[src/rtl/dino_jump_ctrl_if.sv]
// Control/status bundle between the game datapath and the dino motion controller.
// The master drives frame/button inputs; the controller (slave) drives sprite motion state.
interface dino_jump_ctrl_if #(
   parameter int unsigned Y_W = 10
);
   logic           frame_tick;
   logic           enable;
   logic           jump_btn;
   logic [Y_W-1:0] sprite_y;
   logic [9:0]     scroll_x;
   logic           airborne;
   logic           landed;
   logic [1:0]     state;
   logic [7:0]     jump_count;

   modport master (
      output frame_tick, enable, jump_btn,
      input  sprite_y, scroll_x, airborne, landed, state, jump_count
   );

   modport slave (
      input  frame_tick, enable, jump_btn,
      output sprite_y, scroll_x, airborne, landed, state, jump_count
   );
endinterface

[src/rtl/dino_jump_ctrl.sv]
// Per-frame dino motion controller: jump state machine for sprite_y plus background scroll.
// Everything advances only on frames where the game is enabled; button edges are always latched.
module dino_jump_ctrl #(
   parameter int unsigned GROUND_Y     = 300,
   parameter int unsigned JUMP_VEL     = 12,
   parameter int unsigned GRAVITY      = 1,
   parameter int unsigned MAX_VEL      = 15,
   parameter int unsigned SCREEN_W     = 640,
   parameter int unsigned SCROLL_SPEED = 4,
   parameter int unsigned Y_W          = 10
) (
   input  logic             clk,
   input  logic             reset,
   dino_jump_ctrl_if.slave  bus
);

   typedef enum logic [1:0] {
      StGround = 2'd0,
      StRise   = 2'd1,
      StFall   = 2'd2,
      StLand   = 2'd3
   } state_t;

   localparam logic [Y_W-1:0] GroundY = Y_W'(GROUND_Y);
   localparam logic [Y_W-1:0] JumpVel = Y_W'(JUMP_VEL);
   localparam logic [Y_W-1:0] Gravity = Y_W'(GRAVITY);
   localparam logic [Y_W-1:0] MaxVel  = Y_W'(MAX_VEL);

   state_t         state_q;
   logic [Y_W-1:0] sprite_q;
   logic [Y_W-1:0] vel_q;
   logic [9:0]     scroll_q;
   logic [7:0]     count_q;
   logic           jump_req_q;
   logic           landed_q;
   logic           airborne_q;
   logic           btn_s1, btn_s2, btn_s3;

   logic           tick;
   logic           btn_rise;
   logic [Y_W:0]   fall_sum;
   logic [Y_W:0]   vel_inc;
   logic [10:0]    scroll_sum;

   assign tick       = bus.frame_tick & bus.enable;
   assign btn_rise   = btn_s2 & ~btn_s3;
   // One extra bit so position + speed never wraps before the ground compare.
   assign fall_sum   = {1'b0, sprite_q} + {1'b0, vel_q};
   assign vel_inc    = {1'b0, vel_q} + {1'b0, Gravity};
   assign scroll_sum = {1'b0, scroll_q} + 11'(SCROLL_SPEED);

   always_ff @(posedge clk or posedge reset) begin
      if (reset) begin
         state_q    <= StGround;
         sprite_q   <= GroundY;
         vel_q      <= '0;
         scroll_q   <= '0;
         count_q    <= '0;
         jump_req_q <= 1'b0;
         landed_q   <= 1'b0;
         airborne_q <= 1'b0;
         btn_s1     <= 1'b0;
         btn_s2     <= 1'b0;
         btn_s3     <= 1'b0;
      end else begin
         btn_s1   <= bus.jump_btn;
         btn_s2   <= btn_s1;
         btn_s3   <= btn_s2;
         landed_q <= 1'b0;

         // A clear issued by a tick below overrides an edge arriving on the same clk.
         if (btn_rise) jump_req_q <= 1'b1;

         if (tick) begin
            if (scroll_sum >= 11'(SCREEN_W)) scroll_q <= 10'(scroll_sum - 11'(SCREEN_W));
            else                             scroll_q <= scroll_sum[9:0];

            unique case (state_q)
               StGround: begin
                  if (jump_req_q) begin
                     state_q    <= StRise;
                     airborne_q <= 1'b1;
                     vel_q      <= JumpVel;
                     jump_req_q <= 1'b0;
                     if (count_q != 8'hFF) count_q <= count_q + 8'd1;
                  end
               end
               StRise: begin
                  sprite_q   <= sprite_q - vel_q;
                  jump_req_q <= 1'b0;
                  if (vel_q > Gravity) begin
                     vel_q <= vel_q - Gravity;
                  end else begin
                     vel_q   <= '0;
                     state_q <= StFall;
                  end
               end
               StFall: begin
                  jump_req_q <= 1'b0;
                  if (fall_sum >= {1'b0, GroundY}) begin
                     sprite_q   <= GroundY;
                     vel_q      <= '0;
                     state_q    <= StLand;
                     landed_q   <= 1'b1;
                     airborne_q <= 1'b0;
                  end else begin
                     sprite_q <= fall_sum[Y_W-1:0];
                     vel_q    <= (vel_inc > {1'b0, MaxVel}) ? MaxVel : vel_inc[Y_W-1:0];
                  end
               end
               StLand: begin
                  state_q <= StGround;
               end
            endcase
         end
      end
   end

   assign bus.sprite_y   = sprite_q;
   assign bus.scroll_x   = scroll_q;
   assign bus.airborne   = airborne_q;
   assign bus.landed     = landed_q;
   assign bus.state      = state_q;
   assign bus.jump_count = count_q;

endmodule

[src/flat_wrapper.sv]
// flat-port wrapper written by rule: the top's interface ports become plain ports
module dino_jump_ctrl_flat 
#(
   parameter int unsigned GROUND_Y     = 300,
   parameter int unsigned JUMP_VEL     = 12,
   parameter int unsigned GRAVITY      = 1,
   parameter int unsigned MAX_VEL      = 15,
   parameter int unsigned SCREEN_W     = 640,
   parameter int unsigned SCROLL_SPEED = 4,
   parameter int unsigned Y_W          = 10
)
  (clk, reset, bus_frame_tick, bus_enable, bus_jump_btn, bus_sprite_y, bus_scroll_x, bus_airborne, bus_landed, bus_state, bus_jump_count);
  dino_jump_ctrl_if #(.Y_W(Y_W)) bus_i ();
  input  logic clk;
  input  logic reset;
  input wire logic [$bits(bus_i.frame_tick)-1:0] bus_frame_tick;
  input wire logic [$bits(bus_i.enable)-1:0] bus_enable;
  input wire logic [$bits(bus_i.jump_btn)-1:0] bus_jump_btn;
  output wire logic [$bits(bus_i.sprite_y)-1:0] bus_sprite_y;
  output wire logic [$bits(bus_i.scroll_x)-1:0] bus_scroll_x;
  output wire logic [$bits(bus_i.airborne)-1:0] bus_airborne;
  output wire logic [$bits(bus_i.landed)-1:0] bus_landed;
  output wire logic [$bits(bus_i.state)-1:0] bus_state;
  output wire logic [$bits(bus_i.jump_count)-1:0] bus_jump_count;
  assign bus_i.frame_tick = bus_frame_tick;
  assign bus_i.enable = bus_enable;
  assign bus_i.jump_btn = bus_jump_btn;
  assign bus_sprite_y = bus_i.sprite_y;
  assign bus_scroll_x = bus_i.scroll_x;
  assign bus_airborne = bus_i.airborne;
  assign bus_landed = bus_i.landed;
  assign bus_state = bus_i.state;
  assign bus_jump_count = bus_i.jump_count;
  dino_jump_ctrl #(.GROUND_Y(GROUND_Y), .JUMP_VEL(JUMP_VEL), .GRAVITY(GRAVITY), .MAX_VEL(MAX_VEL), .SCREEN_W(SCREEN_W), .SCROLL_SPEED(SCROLL_SPEED), .Y_W(Y_W)) u_core (.clk(clk), .reset(reset), .bus(bus_i));
endmodule
[config.mk]
export PLATFORM = sky130hd
export DESIGN_NAME = dino_jump_ctrl_flat
export DESIGN_NICKNAME = d
export VERILOG_FILES = /design/src/rtl/dino_jump_ctrl_if.sv /design/src/rtl/dino_jump_ctrl.sv /design/src/flat_wrapper.sv
export SDC_FILE = /design/constraint.sdc
export NUM_CORES = 1
export LEC_CHECK = 0
export CORE_MARGIN = 2
export CORE_UTILIZATION = 55
export CTS_BUF_LIST = sky130_fd_sc_hd__clkbuf_16
export DETAILED_ROUTE_END_ITERATION = 6
export PLACE_DENSITY = 0.78
export SLEW_MARGIN = 20
export SYNTH_ARGS = -nofsm -noshare
export SYNTH_HDL_FRONTEND = slang
export SYNTH_SLANG_ARGS = --single-unit
[constraint.sdc]
create_clock -name clk -period 3.4 [get_ports clk]
set_clock_uncertainty 0.2 [all_clocks]
set_input_delay 0.34 -clock clk [delete_from_list [all_inputs] [get_ports clk]]
set_output_delay 0.34 -clock clk [all_outputs]
set_load 0.05 [all_outputs]
== After elaboration in Yosys (flattened, before gate mapping) ==
Cells that the tools add are included.

* Word-level logic and storage cells: 64
* Flip-flop bits (word level): 46
* Output and inout port bits: 32
* Bits of input ports: 5

* Reductions and logical operators: 10
* Multiplexer cells: 22
* Bitwise gates (word level): 3
* Add/subtract/negate cells: 7
* Magnitude comparators: 4
* Equal/unequal tests: 7

{| class="wikitable"
|+ Operator list
! operator !! count
|-
| 10-bit two-way mux || 6
|-
| 10-bit one-hot mux with 3 select lines || 1
|-
| 10-bit one-hot mux with 2 select lines || 1
|-
| 4-bit AND reduction || 3
|-
| 10-bit by 1-bit adder with 11-bit output (second input constant) || 1
|-
| 10-bit by 10-bit adder with 11-bit output || 1
|-
| 10-bit by 3-bit adder with 11-bit output (second input constant) || 1
|-
| 11-bit by 10-bit greater-or-equal comparator with 1-bit output (second input constant) || 1
|-
| 11-bit by 9-bit greater-or-equal comparator with 1-bit output (second input constant) || 1
|-
| 11-bit by 4-bit > comparator with 1-bit output (second input constant) || 1
|-
| 10-bit by 1-bit > comparator with 1-bit output (second input constant) || 1
|-
| 10-bit by 1-bit subtractor with 10-bit output (second input constant) || 1
|-
| 10-bit subtractor || 1
|-
| 10-bit subtractor (second input constant) || 1
|-
| 8-bit by 1-bit adder with 8-bit output (second input constant) || 1
|-
| 1-bit two-way mux || 8
|-
| 8-bit != test (second input constant) || 1
|-
| 2-bit one-hot mux with 4 select lines || 1
|-
| 2-bit two-way mux || 3
|-
| 2-bit equality test (second input constant) || 2
|-
| 2-bit by 1-bit != test with 1-bit output (second input constant) || 2
|-
| 1-bit one-hot mux with 2 select lines || 2
|-
| 2-bit nonzero test || 2
|-
| 3-bit AND reduction || 1
|-
| 8 further kinds || 9
|}

== Longest topological paths before layout ==
Gate-level depths: netlist (run 1).

* Depth after elaboration: 6
* Depth in mapped cells: 11
* Mapped depth without buffers: 10

== Worst setup path before layout (run 1) ==
OpenSTA, ideal clock, no wires.

* Kind: register to register
* Start: reg u_core.vel_q[2]
* End: reg u_core.state_q[1], in the netlist u_core.bus.state[1]
* Setup time: 0.128 ns
* Arrival time: 2.777 ns
* Cell stages (with the launch flop): 12
* Required time: 3.072 ns
* Path buffers: 2
* Path slack: 0.295 ns
* Period minus slack after synthesis: 3.105 ns
* Cells stage by stage: dfrtp_1 -> clkbuf_1 -> inv_1 -> ha_1 -> buf_2 -> nand2b_1 -> a2111oi_2 -> nor2_1 -> o221ai_1 -> o31ai_4 -> a21oi_2 -> mux2_1

* Cells in the longest elaborated chain, start to end: 4
* Elaborated cells on any way between the ends: 6
* Those cells by class: 1 x add/sub; 2 x order compare; 2 x eq/ne; 1 x reduce/logical

{| class="wikitable"
|+ Ends and longest elaborated chain
! element !! line !! RTL
|-
| from (decl) || dino_jump_ctrl.sv:31 || <nowiki>logic [Y_W-1:0] vel_q;</nowiki>
|-
| from (signal assigned) || dino_jump_ctrl.sv:83 || <nowiki>vel_q <= JumpVel;</nowiki>
|-
| from (signal assigned) || dino_jump_ctrl.sv:92 || <nowiki>vel_q <= vel_q - Gravity;</nowiki>
|-
| from (signal assigned) || dino_jump_ctrl.sv:108 || <nowiki>vel_q <= (vel_inc > {1'b0, MaxVel}) ? MaxVel : vel_inc[Y_W-1:0];</nowiki>
|-
| 10-bit by 10-bit adder with 11-bit output || dino_jump_ctrl.sv:48 || <nowiki>assign fall_sum = {1'b0, sprite_q} + {1'b0, vel_q};</nowiki>
|-
| 11-bit by 9-bit greater-or-equal comparator with 1-bit output || dino_jump_ctrl.sv:100 || <nowiki>if (fall_sum >= {1'b0, GroundY}) begin</nowiki>
|-
| 2-bit by 1-bit != test with 1-bit output (no line) || - ||
|-
| 4-bit AND reduction (no line) * || - ||
|-
| to (signal assigned) || dino_jump_ctrl.sv:54 || <nowiki>state_q <= StGround;</nowiki>
|-
| to (signal assigned) || dino_jump_ctrl.sv:103 || <nowiki>state_q <= StLand;</nowiki>
|-
| to (signal assigned) || dino_jump_ctrl.sv:112 || <nowiki>state_q <= StGround;</nowiki>
|-
| to (decl) || dino_jump_ctrl.sv:29 || <nowiki>state_t state_q;</nowiki>
|}

Every way passes the cells marked *; elsewhere a longest branch is shown, timed or not.
A chain may end at the register's enable or synchronous reset.

== Worst setup path in the final report (run 1) ==
* Start: reg u_core.vel_q[3]
* End: reg u_core.state_q[1], in the netlist u_core.bus.state[1]

The elaborated chain is that of the path after synthesis.

==> results.md, run 1 <==
* Area share of the largest cell type after synthesis at between 20% and 30%
* Worst EP arrival at 3.13 ns
* Filler instances at between 400 and 500
* Area growth from synthesis to layout at 18.8%
* Core area at roughly 6000 um^2
* Peak ir drop on the vdd network at approximately 0.68 mV
* Die Wd at 82.9 um
* Router iterations before antenna repair at 5
* IO Count at 37
* Detail-routed via count per cell at a little over 6
* Data required, critical path at roughly 3.4 ns
* Total number of nets in the final design at 475
* Number of standard-cell rows in the floorplan at 28
* Max clock buf depth at 2
* Post-detail-place hpwl at between 6 and 7 mm
* Worst R2R Setup Slack at between 0.2 and 0.25 ns
* MaxCap Viol Count at 0
* Unrepaired setup endpoints after global routing: no
* Vias in the first global route at 2,969
* Setup Crit Path Kind: flip-flop to flip-flop
* Hold Crit Endpoint: u_core.btn_s2
* Post-synthesis average cell area at 8.60 um^2
* Port Buffers at 34
* Post-Synthesis Cells at about 400
* Vias post-DR at around 3,100
* Height of the die at a little over 80 um
* Ratio of cells with drive above 1 in the final layout at under 10%
* Starting DRT DRC Count at 165
* Most common cell in the netlist: sky130_fd_sc_hd__dfrtp_1
* Type of element launching the critical path: flip-flop
* Slew at the pin closest to its max-slew limit at a little under 0.7 ns
* Fraction of the yosys area taken by sequential cells at between 30 and 40%
* Predominant post-synthesis flop cell: sky130_fd_sc_hd__dfrtp_1
* Post-synthesis instance area at between 3000 and 4000 um^2
* Worst-case reg-to-reg path depth at 10
* Relative slew margins at between 50% and 60%
* Proportion of total power due to net switching at 50.4%
* Clock-pin transition on the worst setup and hold timing paths at ~0.06 ns
* Register Area at approximately 1100 um^2
* First-pass GRT wire length at 14.2 mm
* Ant. Diodes at 0
* Net switching power figure at approximately 2.2 mW
* Power share of the clock group at roughly an eighth
* Number of buffers inserted for hold repair after clock tree synthesis at 0
* Summed area of non-filler cells in the final layout at 4070 um^2
* Overall overflow remaining after global route at 0
* GRT Overall Usage at between 20% and 30%
* Aggregate routed wire length at ~8.6 mm
* Final worst-path cycle share at between 90% and 100%
* P_int at 2.18 mW
* Power Density at around 1100 nW/um^2
* Post-layout minimum cycle time at 3.17 ns
* Cell types with the highest counts after synthesis: 40 x sky130_fd_sc_hd__dfrtp_1, 35 x sky130_fd_sc_hd__nand2_1, 31 x sky130_fd_sc_hd__ha_1
* Clk sinks at 44
* Critical hold path startpoint: u_core.btn_s1
* Achievable frequency at 0.316 GHz
* Combinational share of power at between 60% and 70%
* Effective utilization at floorplan at approximately 57%
* Clock latency of the later-clocked register in the worst-skew pair at between 0.2 and 0.3 ns
* Pin count of the biggest net entering global routing at 45
* Setup violations, final at 0
* Hold crit path type: flip-flop to flip-flop
* Number of antenna-violating nets in the routed design at 0
* Number of endpoints with negative hold slack in the final report at 0
* Residual DRC count at 0
* TritonCTS clock tree: built
* Antenna violations before repair at 0
* Area occupied by multi-input gates at around 2200 um^2
* Worst Setup End Kind: flip-flop
* Total CTS buffers at 5
* Final count of pins violating max slew at 0
* Aggregate negative setup slack at 0 ns
* Weighted congestion reported at the end of routability-driven placement at 0.921
* Most area-hungry cell type in the Yosys netlist: sky130_fd_sc_hd__dfrtp_1
* Wire length per cell at between 15 and 20 um
* Sequential share of power at between 20% and 30%
* Number of cells traversed by the worst hold path at 0
* Flip-flop and latch count after synthesis at between 40 and 50
* Library cells used by synthesis at 63
* Run status: finished clean
* Placed inst area at slightly below 4000 um^2
* CP max FO at 8
* Launch point of the worst reg-to-reg path: u_core.vel_q[3]
* Cells taking the most area after synthesis: sky130_fd_sc_hd__dfrtp_1 29%, sky130_fd_sc_hd__ha_1 11%, sky130_fd_sc_hd__xnor2_1 5.4%
* Leakage power figure at 1.81 nW
* H-tree levels at 2
* Number of enable flip-flop cells after synthesis at 0
* Critical R2R Capture: u_core.bus.state[1]
* Fraction of registers with async set or reset after synthesis at 100%
* Syn. warnings at 0
* Die area at around 6900 um^2
* Master cell of the clock root buffer: sky130_fd_sc_hd__clkbuf_16
==> power groups by stage <==
stage	Combinational, mW	Clock, mW	Sequential, mW
after floorplan	1.59	0	1.35
after global placement	2.72	0	0.931
after detailed placement	2.76	0	0.938
after CTS	2.79	0.561	0.933
after global routing	3.13	0.582	0.972
final	2.90	0.556	0.937
==> timing repair <==
| item | CTS | global route |
|---|---|---|
| endpoints found under the setup margin | 0 | 6 |
| setup buffers | 0 | 2 |
| resized for setup | 0 | 2 |
==> cell type report <==
type / count / share of cell area [%]
tap: 75 / 2.31
clock inverter: 3 / 1.05
clock buffer: 5 / 3.08
multi-input combinational: 312 / 53.0
sequential: 44 / 27.2
inverter: 29 / 2.68
timing repair buffer: 45 / 10.7
==> state kept, by name (all words and copies together), names as in the netlist <==
| name | count |
|---|---|
| u_core.bus.state | 2 |
| u_core.bus.landed | 1 |
| u_core.bus.sprite_y | 10 |
| u_core.btn_s1 | 1 |
| u_core.jump_req_q | 1 |
| u_core.vel_q | 10 |
| u_core.btn_s3 | 1 |
| u_core.bus.airborne | 1 |
| u_core.btn_s2 | 1 |
| u_core.bus.jump_count | 8 |
| u_core.bus.scroll_x | 8 |
==> stage by stage <==
step                hold WS, ns  worst slack, ns  power (mW)  instances  utilization [%]
detailed placement        0.146            0.215        3.70        503             64.9
CTS                       0.168            0.169        4.28        511             67.7
global placement          0.136            0.277        3.65        503             64.9
finish                    0.164            0.235        4.39        513             68.3
floorplan                 0.131            0.295        2.94        399                -
global route              0.189           0.0990        4.68        513             68.3
==> routing by layer <==
| metal | track usage (%) | wire, um | up-vias |
|---|---|---|---|
| met4 | 9.09 | 228 | 0 |
| met5 | 0 | 0 | - |
| met3 | 4.47 | 419 | 26 |
| met1 | 34.3 | 3990 | 1474 |
| li1 | - | - | 1488 |
| met2 | 40.5 | 3960 | 108 |
==> worst max-delay path, cell delays in order (launching register included) <==
cell	delay, ns
sky130_fd_sc_hd__dfrtp_2	0.46
sky130_fd_sc_hd__inv_1	0.17
sky130_fd_sc_hd__ha_1	0.33
sky130_fd_sc_hd__nor2b_1	0.19
sky130_fd_sc_hd__a2111oi_2	0.40
sky130_fd_sc_hd__nor2_1	0.19
sky130_fd_sc_hd__o221ai_2	0.32
sky130_fd_sc_hd__o31ai_4	0.13
sky130_fd_sc_hd__buf_12	0.15
sky130_fd_sc_hd__a21oi_2	0.15
sky130_fd_sc_hd__mux2_1	0.34
==> logic make-up after synthesis <==
family / count (synthesis) / synth area share, %
AO/OA/AOI/OAI: 98 / 19.6
AND/OR/NAND/NOR: 143 / 20.8
buffers and inverters: 43 / 5.04
XOR/XNOR: 28 / 7.16
other: 1 / 0.110
flip-flops: 44 / 32.3
multiplexers: 8 / 2.45
adder cells (fa/ha/maj): 33 / 12.5
==> cells in the final DEF, fill, tap and decap left out, types with 4 or more instances in the layout <==
master | Yosys | layout
sky130_fd_sc_hd__clkbuf_16 | 0 | 5
sky130_fd_sc_hd__nor3_1 | 11 | 11
sky130_fd_sc_hd__nand3_1 | 12 | 12
sky130_fd_sc_hd__nand2b_1 | 9 | 9
sky130_fd_sc_hd__o21ai_0 | 20 | 20
sky130_fd_sc_hd__and2_1 | 4 | 4
sky130_fd_sc_hd__nor2_1 | 30 | 30
sky130_fd_sc_hd__dfstp_2 | 4 | 4
sky130_fd_sc_hd__and3_1 | 6 | 6
sky130_fd_sc_hd__mux2i_1 | 5 | 5
sky130_fd_sc_hd__inv_1 | 29 | 28
sky130_fd_sc_hd__a21oi_1 | 24 | 24
sky130_fd_sc_hd__nand2_1 | 35 | 35
sky130_fd_sc_hd__buf_4 | 2 | 10
sky130_fd_sc_hd__clkdlybuf4s50_1 | 0 | 34
sky130_fd_sc_hd__ha_1 | 31 | 31
sky130_fd_sc_hd__a31oi_1 | 5 | 5
sky130_fd_sc_hd__nor2b_1 | 11 | 11
sky130_fd_sc_hd__o22ai_1 | 7 | 7
sky130_fd_sc_hd__dfrtp_1 | 40 | 39
sky130_fd_sc_hd__o31ai_1 | 8 | 8
sky130_fd_sc_hd__nand4_1 | 10 | 10
sky130_fd_sc_hd__xor2_1 | 7 | 7
sky130_fd_sc_hd__xnor2_1 | 21 | 21
==> worst max path at each step <==
stage | start | end | cells after the start
6_report | u_core.vel_q[3] | u_core.bus.state[1] | 10
5_1_grt | u_core.vel_q[3] | u_core.bus.state[1] | 9
4_1_cts | u_core.vel_q[3] | u_core.bus.state[1] | 9
3_5_place_dp | u_core.vel_q[3] | u_core.bus.state[1] | 9
3_3_place_gp | u_core.vel_q[3] | u_core.bus.state[1] | 9
2_1_floorplan | u_core.vel_q[2] | u_core.bus.state[1] | 11
(Power assumes the default switching activity.)
==> run 2: changes to the inputs <==
--- a/config.mk
+++ b/config.mk
@@ -5,12 +5,12 @@
 export SDC_FILE = /design/constraint.sdc
 export NUM_CORES = 1
 export LEC_CHECK = 0
+export ABC_AREA = 1
 export CORE_MARGIN = 2
-export CORE_UTILIZATION = 55
+export CORE_UTILIZATION = 50
 export CTS_BUF_LIST = sky130_fd_sc_hd__clkbuf_16
 export DETAILED_ROUTE_END_ITERATION = 6
-export PLACE_DENSITY = 0.78
-export SLEW_MARGIN = 20
+export PLACE_DENSITY = 0.72
 export SYNTH_ARGS = -nofsm -noshare
 export SYNTH_HDL_FRONTEND = slang
 export SYNTH_SLANG_ARGS = --single-unit
==> run 2 against run 1 <==
Effect of this change:
- cell count grew 24%
- final area rose by 3.4%
- clock power grew 1%
- worst hold slack lost 0.010 ns
- critical path type unchanged
==> results.md, run 2 <==
* Setup Crit Path Kind: flip-flop to flip-flop
* Leakage power figure at approximately 2.0 nW
* Router iterations before antenna repair at 4
* Post-detail-place hpwl at 7.01 mm
* First-pass GRT wire length at around 15 mm
* GRT Overall Usage at 24.4%
* Wire length per cell at ~15 um
* Worst EP arrival at 3.05 ns
* Area share of the largest cell type after synthesis at 27.5%
* Sequential share of power at between 20 and 25%
* Die area at between 7000 and 8000 um^2
* Effective utilization at floorplan at 50.9%
* Critical R2R Capture: u_core.bus.sprite_y[1]
* Detail-routed via count per cell at 5.35
* Number of endpoints with negative hold slack in the final report at 0
* Height of the die at approximately 89 um
* Worst-case reg-to-reg path depth at 16
* Unrepaired setup endpoints after global routing: no
* Total CTS buffers at 5
* Post-synthesis average cell area at around 7.2 um^2
* Library cells used by synthesis at between 40 and 50
* Overall overflow remaining after global route at 0
* Number of enable flip-flop cells after synthesis at 0
* Achievable frequency at between 0.3 and 0.4 GHz
* Number of standard-cell rows in the floorplan at 31
* Post-layout utilization of the core at about three fifths
* Max clock buf depth at 2
* Total number of nets in the final design at around 570
* Clock-pin transition on the worst setup and hold timing paths at 0.07 ns
* Post-layout minimum cycle time at 3.04 ns
* H-tree levels at 2
* Post-Synthesis Cells at 504
* Clk sinks at 44
* Residual DRC count at 0
* Maximum cell stage delay along the critical path at between 0.5 and 0.6 ns
* Worst R2R Setup Slack at roughly 0.36 ns
* Antenna violations before repair at 0
* Core area at 7140 um^2
* TritonCTS clock tree: built
* Buffers inserted during post-CTS setup optimization at 0
* Fraction of registers with async set or reset after synthesis at 100%
* Critical path's slowest cell: sky130_fd_sc_hd__dfrtp_1
* Syn. warnings at 0
* Predominant post-synthesis flop cell: sky130_fd_sc_hd__dfrtp_1
* Vias in the first global route at 3,229
* Slew at the pin closest to its max-slew limit at around 0.94 ns
* Number of antenna-violating nets in the routed design at 0
* Master cell of the clock root buffer: sky130_fd_sc_hd__clkbuf_16
* Data required, critical path at around 3.4 ns
* Combinational share of power at 65.3%
* Starting DRT DRC Count at around 180
* Final count of pins violating max slew at 0
* Final worst-path cycle share at approximately 90%
* Hold slack final at between 0.15 and 0.2 ns
* Power share of the clock group at roughly an eighth
* Ratio of cells with drive above 1 in the final layout at ~8.4%
* Worst-path cell chain: inv_1, ha_1, clkinv_2, nand2_1, nand2_1, nand2_1, nand2_1, nand2_1, nand3_1, nand2_1, nand2_2, nor2_4, nand3_2, inv_1, nand2_1, a21boi_0
* Critical hold path startpoint: u_core.btn_s1
* Aggregate negative setup slack at 0 ns
* Library cell appearing most often on the critical path: sky130_fd_sc_hd__nand2_1
* Relative slew margins at 37.3%
* Hold crit path type: flip-flop to flip-flop
* Port Buffers at 34
* Launch point of the worst reg-to-reg path: u_core.vel_q[2]
* Mux share of post-synthesis cell area at 0%
* Post-cts resize count at 0
* Post-synthesis instance area at approximately 3600 um^2
* Net switching power figure at 2.37 mW
* Proportion of total power due to net switching at 53.9%
* Peak ir drop on the vdd network at about 0.54 mV
* MaxCap Viol Count at 0
* CP max FO at 12
* Cell types with the highest counts after synthesis: 125 x sky130_fd_sc_hd__nand2_1, 62 x sky130_fd_sc_hd__inv_1, 47 x sky130_fd_sc_hd__nor2_1
* Aggregate routed wire length at 9.34 mm
* Weighted congestion reported at the end of routability-driven placement at between 0.9 and 1
* Setup slack at placement at 0.406 ns
* Leading cell types in the layout, fill and taps excluded: 125 x sky130_fd_sc_hd__nand2_1, 61 x sky130_fd_sc_hd__inv_1, 47 x sky130_fd_sc_hd__nor2_1
* Clock latency of the later-clocked register in the worst-skew pair at about 0.29 ns
* Power Density at between 1000 and 1500 nW/um^2
* Flip-flop and latch count after synthesis at between 40 and 50
* Number of buffers inserted for hold repair after clock tree synthesis at 0
* Parity-gate share of the synthesized area counting xor and xnor cells at 6.50%
* Most common cell in the netlist: sky130_fd_sc_hd__nand2_1
* Area growth from synthesis to layout at 15.7%
* Largest family of logic cells by synthesized area: simple AND/OR/NAND/NOR gates
* Final WS setup at 0.362 ns
* Cells taking the most area after synthesis: sky130_fd_sc_hd__dfrtp_1 28%, sky130_fd_sc_hd__nand2_1 13%, sky130_fd_sc_hd__ha_1 11%
* P_int at 2.03 mW
* Ant. Diodes at 0
* CP Capture Point: u_core.bus.sprite_y[1]
* Fraction of the yosys area taken by sequential cells at 30.4%
* Compound-cell area share of the yosys netlist at between 10% and 20%
* Run status: finished clean
* Commonest non-fill, non-tap cell in the layout: sky130_fd_sc_hd__nand2_1
* Adder and majority cell fraction of the synthesized area at approximately an eighth
* Worst Setup End Kind: flip-flop
* Pin count of the biggest net entering global routing at 45
* IO Count at 37
* Most area-hungry cell type in the Yosys netlist: sky130_fd_sc_hd__dfrtp_1
* Die Wd at around 90 um
* Worst setup path startpoint: u_core.vel_q[2]
* Vias post-DR at about 3,400
* Post-synthesis simple-gate area fraction at between 20 and 30%
* Type of element launching the critical path: flip-flop
* Setup violations, final at 0
-- run 2: cell count changes after synthesis, moves of 13 or more --
cell                      before  now
sky130_fd_sc_hd__nand3_1      12   32
sky130_fd_sc_hd__xor2_1        7   20
sky130_fd_sc_hd__inv_1        29   62
sky130_fd_sc_hd__xnor2_1      21    7
sky130_fd_sc_hd__nand2_1      35  125
sky130_fd_sc_hd__nor2_1       30   47
-- run 2: worst min path at each step --
stage / endpoint / depth (start not counted)
floorplan: u_core.btn_s2 / 0
global placement: u_core.btn_s2 / 0
detailed placement: u_core.btn_s2 / 0
CTS: u_core.btn_s2 / 0
global route: u_core.btn_s2 / 0
finish: u_core.btn_s2 / 0
-- run 2: worst max-delay path, delay by kind of cell, from the launching register on --
| family | cells | cell delay [ns] |
|---|---|---|
| buffers and inverters | 3 | 0.55 |
| adders and majority gates | 1 | 0.48 |
| DFF | 1 | 0.53 |
| and+or+nand+nor | 11 | 1.02 |
| AOI/OAI and AO/OA | 1 | 0.17 |
-- run 2: cell families (layout without fill, tap and decap cells) --
logic type	Yosys count	count (layout)
other cells	1	2
compound gates	70	70
xor+xnor	27	27
fa+ha+maj	33	33
simple gates	246	246
flops	44	44
buf+inv	83	114
-- run 2: per-layer routing --
layer	GRT usage, %	up-vias	share of wire [%]
li1	-	1669	-
met1	30.9	1588	44
met2	40.6	115	49
met3	4.16	24	4.7
met4	11.3	0	3.1
met5	0	-	0
-- run 2: final cells by class --
class	count	area, um^2
inverter	70	267
tap	99	124
sequential	44	1110
fill	686	2930
clock inverter	3	42.5
multi-input combinational	378	2190
clock buffer	5	125
timing repair buffer	36	355
-- run 2: stage by stage --
stage                     power [mW]  std cells  area, um^2
after global placement          3.77        627        4040
final                           4.40        635        4210
after global routing            4.72        635        4210
after floorplan                 3.08        505        3640
after detailed placement        3.80        627        4040
after CTS                       4.38        635        4210
-- run 2: power groups by stage --
stage          Combinational, mW  Clock, mW  Sequential, mW
2_1_floorplan               1.66          0            1.42
3_3_place_gp                2.80          0           0.966
3_5_place_dp                2.83          0           0.970
4_1_cts                     2.85      0.571           0.963
5_1_grt                     3.13      0.596           0.997
6_report                    2.87      0.563           0.962
